**config.mk**
```make
export PLATFORM = sky130hd
export DESIGN_NAME = alarm_service_ctrl_flat
export DESIGN_NICKNAME = d
export VERILOG_FILES = /design/src/rtl/alarm_service_if.sv /design/src/rtl/alarm_service_ctrl.sv /design/src/flat_wrapper.sv
export SDC_FILE = /design/constraint.sdc
export NUM_CORES = 1
export LEC_CHECK = 0
export ABC_CLOCK_PERIOD_IN_PS = 2200
export BUFFER_PORTS_ARGS = -buffer_cell sky130_fd_sc_hd__buf_2
export CAP_MARGIN = 20
export CORE_MARGIN = 2
export CORE_UTILIZATION = 30
export DETAILED_ROUTE_END_ITERATION = 16
export PLACE_DENSITY = 0.62
export SLEW_MARGIN = 20
export SYNTH_ARGS = -nofsm -noshare
export SYNTH_HDL_FRONTEND = slang
export SYNTH_SLANG_ARGS = --single-unit
export TNS_END_PERCENT = 10
```
**constraint.sdc**
```tcl
create_clock -name clk -period 2.2 [get_ports clk]
set_input_delay 0.44 -clock clk [delete_from_list [all_inputs] [get_ports clk]]
set_output_delay 0.44 -clock clk [all_outputs]
set_load 0.02 [all_outputs]
```
**src/rtl/alarm_service_if.sv**
```systemverilog
`default_nettype none
// +--------------------------------------------------------------------------+
// | Module   : alarm_service_if                                              |
// | Purpose  : Bus between the alarm sequencer and the alarm-set service.    |
// | Revision : 1.0                                                           |
// +--------------------------------------------------------------------------+
interface alarm_service_if;
  logic        set_en;
  logic        set_push_u;
  logic        set_push_d;
  logic        set_push_l;
  logic        set_push_r;
  logic [15:0] set_num;
  logic [3:0]  set_an;
  logic [15:0] set_alarm;
  logic        set_finish;

  modport master (
    output set_en, set_push_u, set_push_d, set_push_l, set_push_r,
    input  set_num, set_an, set_alarm, set_finish
  );

  modport slave (
    input  set_en, set_push_u, set_push_d, set_push_l, set_push_r,
    output set_num, set_an, set_alarm, set_finish
  );
endinterface
`default_nettype wire

```
**src/rtl/alarm_service_ctrl.sv**
```systemverilog
`default_nettype none
// +--------------------------------------------------------------------------+
// | Module   : alarm_service_ctrl                                            |
// | Purpose  : mm:ss timekeeping, display/button arbitration and alarm       |
// |            ring/snooze/dismiss sequencing. Macro ALARM_SNOOZE_EN adds    |
// |            the SNOOZE state.                                             |
// | Revision : 1.0                                                           |
// +--------------------------------------------------------------------------+
module alarm_service_ctrl #(
  parameter int TICK_DIV    = 100_000_000,
  parameter int RING_SECS   = 30,
  parameter int SNOOZE_SECS = 60
) (
  input  wire logic        clk,
  input  wire logic        reset,
  input  wire logic        spdt_set,
  input  wire logic        push_u,
  input  wire logic        push_d,
  input  wire logic        push_l,
  input  wire logic        push_r,
  alarm_service_if.master  svc,
  output logic [15:0]      cur_time,
  output logic [15:0]      disp_num,
  output logic [3:0]       disp_an,
  output logic             ring,
  output logic [1:0]       state
);

  localparam int c_pw       = $clog2(TICK_DIV);
  localparam int c_max_secs = (RING_SECS > SNOOZE_SECS) ? RING_SECS : SNOOZE_SECS;
  localparam int c_sw       = $clog2(c_max_secs + 1);

  localparam logic [c_pw-1:0] c_div_last  = c_pw'(TICK_DIV - 1);
  localparam logic [c_sw-1:0] c_ring_last = c_sw'(RING_SECS - 1);
`ifdef ALARM_SNOOZE_EN
  localparam logic [c_sw-1:0] c_snooze_last = c_sw'(SNOOZE_SECS - 1);
  localparam logic [1:0]      c_st_snooze   = 2'd3;
`endif

  localparam logic [1:0] c_st_clock = 2'd0;
  localparam logic [1:0] c_st_set   = 2'd1;
  localparam logic [1:0] c_st_ring  = 2'd2;

  logic [c_pw-1:0] presc_q, presc_d;
  logic [15:0]     time_q, time_d;
  logic            upd_q, upd_d;
  logic [15:0]     alarm_q, alarm_d;
  logic            alarm_valid_q, alarm_valid_d;
  logic            fin_prev_q, fin_prev_d;
  logic [1:0]      state_q, state_d;
  logic [c_sw-1:0] sec_q, sec_d;
  logic            blink_q, blink_d;

  logic tick, fin_rise, match, any_ulr;

  always_ff @(posedge clk) begin
    if (reset) begin
      presc_q       <= '0;
      time_q        <= '0;
      upd_q         <= 1'b0;
      alarm_q       <= '0;
      alarm_valid_q <= 1'b0;
      fin_prev_q    <= 1'b0;
      state_q       <= c_st_clock;
      sec_q         <= '0;
      blink_q       <= 1'b0;
    end else begin
      presc_q       <= presc_d;
      time_q        <= time_d;
      upd_q         <= upd_d;
      alarm_q       <= alarm_d;
      alarm_valid_q <= alarm_valid_d;
      fin_prev_q    <= fin_prev_d;
      state_q       <= state_d;
      sec_q         <= sec_d;
      blink_q       <= blink_d;
    end
  end

  // Prescaler, BCD time and alarm latch
  always_comb begin
    tick    = (presc_q == c_div_last);
    presc_d = tick ? '0 : presc_q + 1'b1;
    upd_d   = tick;
    time_d  = time_q;
    if (tick) begin
      if (time_q[3:0] != 4'd9) begin
        time_d[3:0] = time_q[3:0] + 4'd1;
      end else begin
        time_d[3:0] = 4'd0;
        if (time_q[7:4] != 4'd5) begin
          time_d[7:4] = time_q[7:4] + 4'd1;
        end else begin
          time_d[7:4] = 4'd0;
          if (time_q[11:8] != 4'd9) begin
            time_d[11:8] = time_q[11:8] + 4'd1;
          end else begin
            time_d[11:8]  = 4'd0;
            time_d[15:12] = (time_q[15:12] == 4'd5) ? 4'd0 : time_q[15:12] + 4'd1;
          end
        end
      end
    end
    fin_rise      = svc.set_finish & ~fin_prev_q;
    fin_prev_d    = svc.set_finish;
    alarm_d       = fin_rise ? svc.set_alarm : alarm_q;
    alarm_valid_d = alarm_valid_q | fin_rise;
    match         = upd_q & alarm_valid_q & (time_q == alarm_q);
  end

  // Next-state logic
  always_comb begin
    any_ulr = push_u | push_l | push_r;
    state_d = state_q;
    case (state_q)
      c_st_clock: begin
        if (spdt_set)   state_d = c_st_set;
        else if (match) state_d = c_st_ring;
      end
      c_st_set: begin
        if (!spdt_set) state_d = c_st_clock;
      end
      c_st_ring: begin
`ifdef ALARM_SNOOZE_EN
        if (push_d)       state_d = c_st_snooze;
        else if (any_ulr) state_d = c_st_clock;
`else
        if (any_ulr | push_d) state_d = c_st_clock;
`endif
        else if (tick && sec_q == c_ring_last) state_d = c_st_clock;
      end
`ifdef ALARM_SNOOZE_EN
      c_st_snooze: begin
        if (any_ulr)                                state_d = c_st_clock;
        else if (tick && sec_q == c_snooze_last)    state_d = c_st_ring;
      end
`endif
      default: state_d = c_st_clock;
    endcase
  end

  // Seconds counter and blink phase restart on every state change
  always_comb begin
    sec_d   = sec_q;
    blink_d = blink_q;
    if (state_d != state_q) begin
      sec_d   = '0;
      blink_d = 1'b0;
    end else if (tick && state_q[1]) begin
      sec_d   = sec_q + 1'b1;
      blink_d = (state_q == c_st_ring) ? ~blink_q : blink_q;
    end
  end

  // Outputs
  always_comb begin
    cur_time       = time_q;
    state          = state_q;
    ring           = (state_q == c_st_ring);
    svc.set_en     = (state_q == c_st_set);
    svc.set_push_u = push_u & (state_q == c_st_set);
    svc.set_push_d = push_d & (state_q == c_st_set);
    svc.set_push_l = push_l & (state_q == c_st_set);
    svc.set_push_r = push_r & (state_q == c_st_set);
    disp_num       = time_q;
    disp_an        = 4'b0000;
    case (state_q)
      c_st_set: begin
        disp_num = svc.set_num;
        disp_an  = svc.set_an;
      end
      c_st_ring: disp_an = blink_q ? 4'b1111 : 4'b0000;
      default: ;
    endcase
  end

endmodule
`default_nettype wire

```
**src/flat_wrapper.sv**
```systemverilog
// flat-port wrapper written by rule: the top's interface ports become plain ports
module alarm_service_ctrl_flat 
#(
  parameter int TICK_DIV    = 100_000_000,
  parameter int RING_SECS   = 30,
  parameter int SNOOZE_SECS = 60
)
  (clk, reset, spdt_set, push_u, push_d, push_l, push_r, cur_time, disp_num, disp_an, ring, state, svc_set_en, svc_set_push_u, svc_set_push_d, svc_set_push_l, svc_set_push_r, svc_set_num, svc_set_an, svc_set_alarm, svc_set_finish);
  alarm_service_if svc_i ();
  input  wire logic clk;
  input  wire logic reset;
  input  wire logic spdt_set;
  input  wire logic push_u;
  input  wire logic push_d;
  input  wire logic push_l;
  input  wire logic push_r;
  output logic [15:0] cur_time;
  output logic [15:0] disp_num;
  output logic [3:0] disp_an;
  output logic ring;
  output logic [1:0] state;
  output wire logic [$bits(svc_i.set_en)-1:0] svc_set_en;
  output wire logic [$bits(svc_i.set_push_u)-1:0] svc_set_push_u;
  output wire logic [$bits(svc_i.set_push_d)-1:0] svc_set_push_d;
  output wire logic [$bits(svc_i.set_push_l)-1:0] svc_set_push_l;
  output wire logic [$bits(svc_i.set_push_r)-1:0] svc_set_push_r;
  input wire logic [$bits(svc_i.set_num)-1:0] svc_set_num;
  input wire logic [$bits(svc_i.set_an)-1:0] svc_set_an;
  input wire logic [$bits(svc_i.set_alarm)-1:0] svc_set_alarm;
  input wire logic [$bits(svc_i.set_finish)-1:0] svc_set_finish;
  assign svc_set_en = svc_i.set_en;
  assign svc_set_push_u = svc_i.set_push_u;
  assign svc_set_push_d = svc_i.set_push_d;
  assign svc_set_push_l = svc_i.set_push_l;
  assign svc_set_push_r = svc_i.set_push_r;
  assign svc_i.set_num = svc_set_num;
  assign svc_i.set_an = svc_set_an;
  assign svc_i.set_alarm = svc_set_alarm;
  assign svc_i.set_finish = svc_set_finish;
  alarm_service_ctrl #(.TICK_DIV(TICK_DIV), .RING_SECS(RING_SECS), .SNOOZE_SECS(SNOOZE_SECS)) u_core (.clk(clk), .reset(reset), .spdt_set(spdt_set), .push_u(push_u), .push_d(push_d), .push_l(push_l), .push_r(push_r), .svc(svc_i), .cur_time(cur_time), .disp_num(disp_num), .disp_an(disp_an), .ring(ring), .state(state));
endmodule
```
; ---- Word-level counts from Yosys, hierarchy flattened
; Cells that the tools add are included.
; Widths: inputs -> output; s select.
[word_totals]
ff_bits = 71
latch_bits = 0
ramBits = 0
mem_bits_ro = 0
inputBits = 44
output_inout_bits = 44
word_cells = 66
n_memories = 0
[classes]
add_sub_neg = 6
multipliers = 0
n_div = 0
magnitude_cmp = 0
eq_ne = 10
shifts = 0
muxes = 13
n_bitwise = 16
n_reduce_logical = 9
[ops]
columns = cell, n
row1 = $add 27x1->27 const B, 1
row2 = $eq 27x27->1 const B, 1
row3 = $mux 4, 5
row4 = $add 4x1->4 const B, 4
row5 = $eq 16x16->1, 1
row6 = $mux 16, 1
row7 = $mux 2, 5
row8 = $ne 4x4->1 const B, 2
row9 = $pmux 4 s2, 1
row10 = $and 1x1->1, 7
row11 = $add 6x1->6 const B, 1
row12 = $eq 6x5->1 const B, 1
row13 = $pmux 2 s3, 1
row14 = $not 1->1, 5
row15 = $eq 4x3->1 const B, 1
row16 = $ne 4x3->1 const B, 1
row17 = $or 1x1->1, 4
row18 = $reduce_and 2->1, 2
row19 = $reduce_and 4->1, 1
row20 = $reduce_or 2->1, 2
row21 = $reduce_and 3->1, 1
row22 = $eq 2x1->1 const B, 1
row23 = $eq 2x2->1 const B, 1
row24 = $logic_and 1x1->1, 2
row25 = 2 further kinds, 2

; ---- Depth between registers and ports, before layout
[depth]
word_depth = 7
mapped_depth = 9
mapped_depth_nobuf = 8

; ---- Least setup slack after synthesis
; Ideal clock, no wire load.
[synth_path]
path_type = register -> output
from = reg u_core.state_q[1] (netlist: u_core.state[1])
to = out disp_an[0]
arrival_time_ns = 2.242
t_required_ns = 1.760
slack_ns = -0.482
path_stages_with_launch = 8
n_path_buf = 3
path_cell_list = dfxtp_1 clkbuf_1 inv_1 ha_1 clkbuf_1 clkbuf_1 nand2_1 a21boi_0
[synth_between]
elab_chain_cells = 2
word_cells_on_any_way = 3
cone_classes = eq/ne (2) / mux (1)
[synth_lines]
columns = item, line_no
row1 = "start, declared", alarm_service_ctrl.sv:50  ; logic [1:0] state_q, state_d;
row2 = "start signal, assigned", alarm_service_ctrl.sv:64  ; state_q <= c_st_clock;
row3 = "start signal, assigned", alarm_service_ctrl.sv:74  ; state_q <= state_d;
row4 = $eq 2x1->1, -
row5 = named net svc_set_en, flat_wrapper.sv:22  ; output wire logic [$bits(svc_i.set_en)-1:0] svc_set_en;
row6 = $pmux 4 s2, alarm_service_ctrl.sv:167  ; case (state_q)
row7 = "end, declared", flat_wrapper.sv:19  ; output logic [3:0] disp_an;
; The timed path passes the listed nets, and every way through them passes these cells.

; ---- Final worst setup path
[layout_path]
from = reg u_core.state_q[0] (netlist: u_core.state[0])
to = out disp_an[3]
[layout_between]
elab_chain_cells = 2
word_cells_on_any_way = 3
cone_classes = eq/ne (2) / mux (1)
[layout_lines]
columns = item, line_no
row1 = $eq 2x2->1 or $eq 2x1->1 (tied branches), alarm_service_ctrl.sv:167
row2 = $pmux 4 s2 (*), alarm_service_ctrl.sv:167
; Mark *: on every way between the ends. The rest lies on a longest branch, timed or not.

==> flow_summary.rst <==
.. list-table::
   :header-rows: 1

   * - Metric
     - Value
   * - Outcome
     - completed
   * - Drt initial violations
     - 116
   * - Final-stage net count
     - 592
   * - Number of enable flip-flop cells after synthesis
     - 0
   * - Number of DRC violations after detailed routing
     - 0
   * - Overall die width
     - 113.6 um
   * - Number of global-route vias before repair
     - 3116
   * - Number of antenna violations at the first check in global routing
     - 0
   * - Worst setup margin
     - 0.1029 ns
   * - Clock latency at the later pin of the worst-skew pair
     - 0.32 ns
   * - Maximum number of pins on one net before global-route repair
     - 26
   * - Startpoint of the worst register-to-register path
     - u_core.presc_q[8]
   * - Commonest non-fill, non-tap cells in the layout
     - sky130_fd_sc_hd__buf_2 (87), sky130_fd_sc_hd__dfxtp_1 (67), sky130_fd_sc_hd__nand2_1 (64)
   * - Stages on worst setup path
     - 6
   * - Slowest cell on the critical path
     - sky130_fd_sc_hd__dfxtp_2
   * - Count of input and output buffers
     - 87
   * - Worst Setup End Kind
     - primary output
   * - Share of final-layout standard cells stronger than drive strength 1
     - 0.3205
   * - Setup Skew
     - 0.007111 ns
   * - Worst-Margin Slew
     - 0.5897 ns
   * - Most used DFF post-synth
     - sky130_fd_sc_hd__dfxtp_1
   * - CP cell instances
     - inv_1 > buf_4 > ha_1 > nand2_1 > a21boi_2 > buf_2
   * - Starting utilization of the core area
     - 0.3040
   * - Post-placement worst setup slack
     - 0.05905 ns
   * - Relative contribution of sequential cells to total power
     - 0.429
   * - Fill count
     - 1173
   * - Via total after detailed routing
     - 3305
   * - Gate Count Post-Synth
     - 431
   * - Highest clock rate
     - 0.4768 GHz
   * - Maximum capacitance violations
     - 0
   * - Die area
     - 12910 um^2
   * - Critical path type
     - flop to primary output
   * - Clock sink count
     - 71
   * - Finish-stage setup viols
     - 0
   * - Number of placed instances with taps included
     - 675
   * - Final number of hold-violating endpoints
     - 0
   * - DIE HEIGHT
     - 113.6 um
   * - Number of iterations in the first detailed-routing pass
     - 5
   * - Dpl hpwl
     - 6660 um
   * - Min-Delay Path Class
     - input pin to flop
   * - Sw power
     - 0.7217 mW
   * - Sequential-to-total area share from yosys stat
     - 0.3942
   * - Internal
     - 2.386 mW
   * - Post-detailed-placement cell area
     - 4395 um^2
   * - Area delta synth->final
     - 32.58%
   * - Setup_tns
     - 0 ns
   * - Most common cell after layout, fill and taps aside
     - sky130_fd_sc_hd__buf_2
   * - IO Count
     - 88
   * - Post-synthesis register bit count
     - 71
   * - Critical path required time
     - 1.76 ns
   * - Ys async rst share
     - 0
   * - First-pass GRT wire length
     - 14350 um
   * - Combined area of the multi-input logic cells
     - 2121 um^2
   * - Instance count along the most critical hold path
     - 3
   * - Worst IR drop on VDD
     - 0.0003849 V
   * - Number of nets still failing antenna checks after routing
     - 0
   * - Number of distinct library cells after synthesis
     - 48
   * - Via/cell ratio
     - 4.769
   * - Cells on worst reg2reg path
     - 6
   * - Root Buffer
     - sky130_fd_sc_hd__clkbuf_16
   * - Slew Limit Headroom
     - 0.6068
   * - Flop2flop setup slack
     - 0.10 ns
   * - Leakage power summed over all cells
     - 2.044 nW
   * - Longest individual stage delay on the worst path
     - 0.42 ns
   * - CP startpoint kind
     - flop
   * - Number of max-slew violations in the final report
     - 0
   * - Total inserted antenna cells
     - 0
   * - Cell area after technology mapping
     - 3606 um^2
   * - Clock-pin transition on the worst setup and hold timing paths
     - 0.06 ns
   * - Clock network fraction of design power
     - 0.475
   * - Synth Area per Inst
     - 8.366 um^2
   * - Top delay family on crit path
     - flip-flops
   * - Num CTS Buffers
     - 9
   * - Routed WL per cell
     - 12.86 um
   * - Switching share of power
     - 0.2322
   * - Row count
     - 40
   * - Warnings, synthesis
     - 0
   * - Overall overflow remaining after global route
     - 0
   * - Fraction of the cycle the final worst path needs
     - 0.9532
   * - P per Cell Area
     - 650.0 nW/um^2
   * - WP data arrival
     - 1.66 ns
   * - CTS tree
     - yes
   * - Source of the critical timing path
     - u_core.state[0]
   * - Maximum level of the CTS H-tree
     - 3
   * - Detailed-route wire length
     - 8914 um
   * - Final non-filler cell area
     - 4781 um^2
   * - Core Box Area
     - 11860 um^2
   * - RR Endpoint
     - u_core.sec_q[1]
   * - Critical Path Fanout Max
     - 7
   * - Total Power
     - 3.108 mW
   * - Storage element area
     - 1426 um^2
   * - Final worst path period need
     - 2.097 ns
   * - Aggregate global-route resource usage
     - 0.1364
   * - Share of power burned in combinational logic
     - 0.096
   * - Synth Net Count
     - 482
   * - Number of buffers on the longest clock path
     - 2
   * - Number of buffers and inverters on the critical path
     - 3
   * - Filler-free cell count of the finished design
     - 693
   * - Placer Congestion
     - 0.8130
   * - CP Capture Point
     - disp_an[3]
-- metrics by stage --
stage	hold slack, ns	utilization
floorplan	0.4299	-
global placement	0.4542	0.3706
detailed placement	0.4635	0.3706
CTS	0.3447	0.3973
global route	0.3626	0.4031
finish	0.3529	0.4031
-- timing repair --
action | CTS | global route
endpoints found under the setup margin | 13 | 24
pin swaps | 0 | 3
resized for setup | 3 | 12
hold buffers | 0 | 0
gates cloned | 0 | 0
buffers inserted | 0 | 2
-- worst register-to-register path, cell delays in order (launching register included) --
cell and delay (ns):
sky130_fd_sc_hd__dfxtp_1 0.36, sky130_fd_sc_hd__nand4bb_1 0.19, sky130_fd_sc_hd__or3_1 0.49, sky130_fd_sc_hd__nor4_4 0.27, sky130_fd_sc_hd__o21ai_2 0.12, sky130_fd_sc_hd__o311ai_4 0.43, sky130_fd_sc_hd__a211oi_1 0.10
-- cell families after synthesis --
logic type | count (synthesis) | share of synthesized area
buf+inv | 30 | 0.03435
fa+ha+maj | 7 | 0.02429
mux | 16 | 0.04927
simple gates | 199 | 0.2779
compound gates | 55 | 0.09126
xor+xnor | 53 | 0.1287
flops | 71 | 0.3942
-- metal layers --
metal | wire [um] | track usage | vias up
li1 | - | - | 1684
met1 | 3897 | 0.1613 | 1541
met2 | 4566 | 0.2527 | 72
met3 | 374 | 0.02604 | 8
met4 | 76 | 0.03496 | 0
met5 | 0 | 0 | -
-- Yosys cell counts (3+ instances only) --
library cell               count  area [um^2]
sky130_fd_sc_hd__clkbuf_1     17        63.81
sky130_fd_sc_hd__a211oi_1      3        22.52
sky130_fd_sc_hd__buf_2         3        15.01
sky130_fd_sc_hd__a21oi_1      26        130.1
sky130_fd_sc_hd__nor2b_1       8        50.05
sky130_fd_sc_hd__mux2_2       14        157.7
sky130_fd_sc_hd__nor3_1        5        25.02
sky130_fd_sc_hd__nand3_1      21        105.1
sky130_fd_sc_hd__xnor2_1      22        192.7
sky130_fd_sc_hd__a21boi_0      4        30.03
sky130_fd_sc_hd__or3_1         4        25.02
sky130_fd_sc_hd__inv_1         9        33.78
sky130_fd_sc_hd__nor2_1       47        176.4
sky130_fd_sc_hd__and2_1        6        37.54
sky130_fd_sc_hd__xor2_1       31        271.5
sky130_fd_sc_hd__nand4_1      10        62.56
sky130_fd_sc_hd__dfxtp_1      71         1421
sky130_fd_sc_hd__nor4_1        6        37.54
sky130_fd_sc_hd__and3_1        7        43.79
sky130_fd_sc_hd__ha_1          7        87.58
sky130_fd_sc_hd__o21ai_0      14        70.07
sky130_fd_sc_hd__nand2_1      64        240.2
-- power groups by stage --
stage	clock network [mW]	logic [mW]	registers [mW]
finish	1.48	0.299	1.33
global route	1.55	0.329	1.34
CTS	1.51	0.298	1.33
detailed placement	0	0.294	1.36
global placement	0	0.288	1.36
floorplan	0	0.178	1.36
-- flip-flops by register name, indices dropped and copies added (netlist names) --
name and count:
u_core.alarm_valid_q 1, u_core.presc_q 27, u_core.alarm_q 16, u_core.upd_q 1
u_core.blink_q 1, u_core.state 2, u_core.sec_q 6, u_core.fin_prev_q 1
u_core.cur_time 16
-- how the worst min path moves through the flow --
stage	start	end	slack, ns
floorplan	u_core.presc_q[0]	u_core.presc_q[0]	0.43
global placement	u_core.alarm_valid_q	u_core.alarm_valid_q	0.45
detailed placement	u_core.alarm_q[12]	u_core.alarm_q[12]	0.46
CTS	svc_set_alarm[8]	u_core.alarm_q[8]	0.34
global route	svc_set_alarm[3]	u_core.alarm_q[3]	0.36
finish	svc_set_alarm[8]	u_core.alarm_q[8]	0.35
-- cell type report --
| class | count | share of cell area |
|---|---|---|
| clock inverters | 5 | 0.01178 |
| clock buffers | 11 | 0.05287 |
| repair buffers | 120 | 0.1479 |
| well taps | 147 | 0.03847 |
| inverters | 9 | 0.007066 |
| multi-input cells | 330 | 0.4436 |
| flip-flops and latches | 71 | 0.2984 |
(Power assumes the default switching activity.)
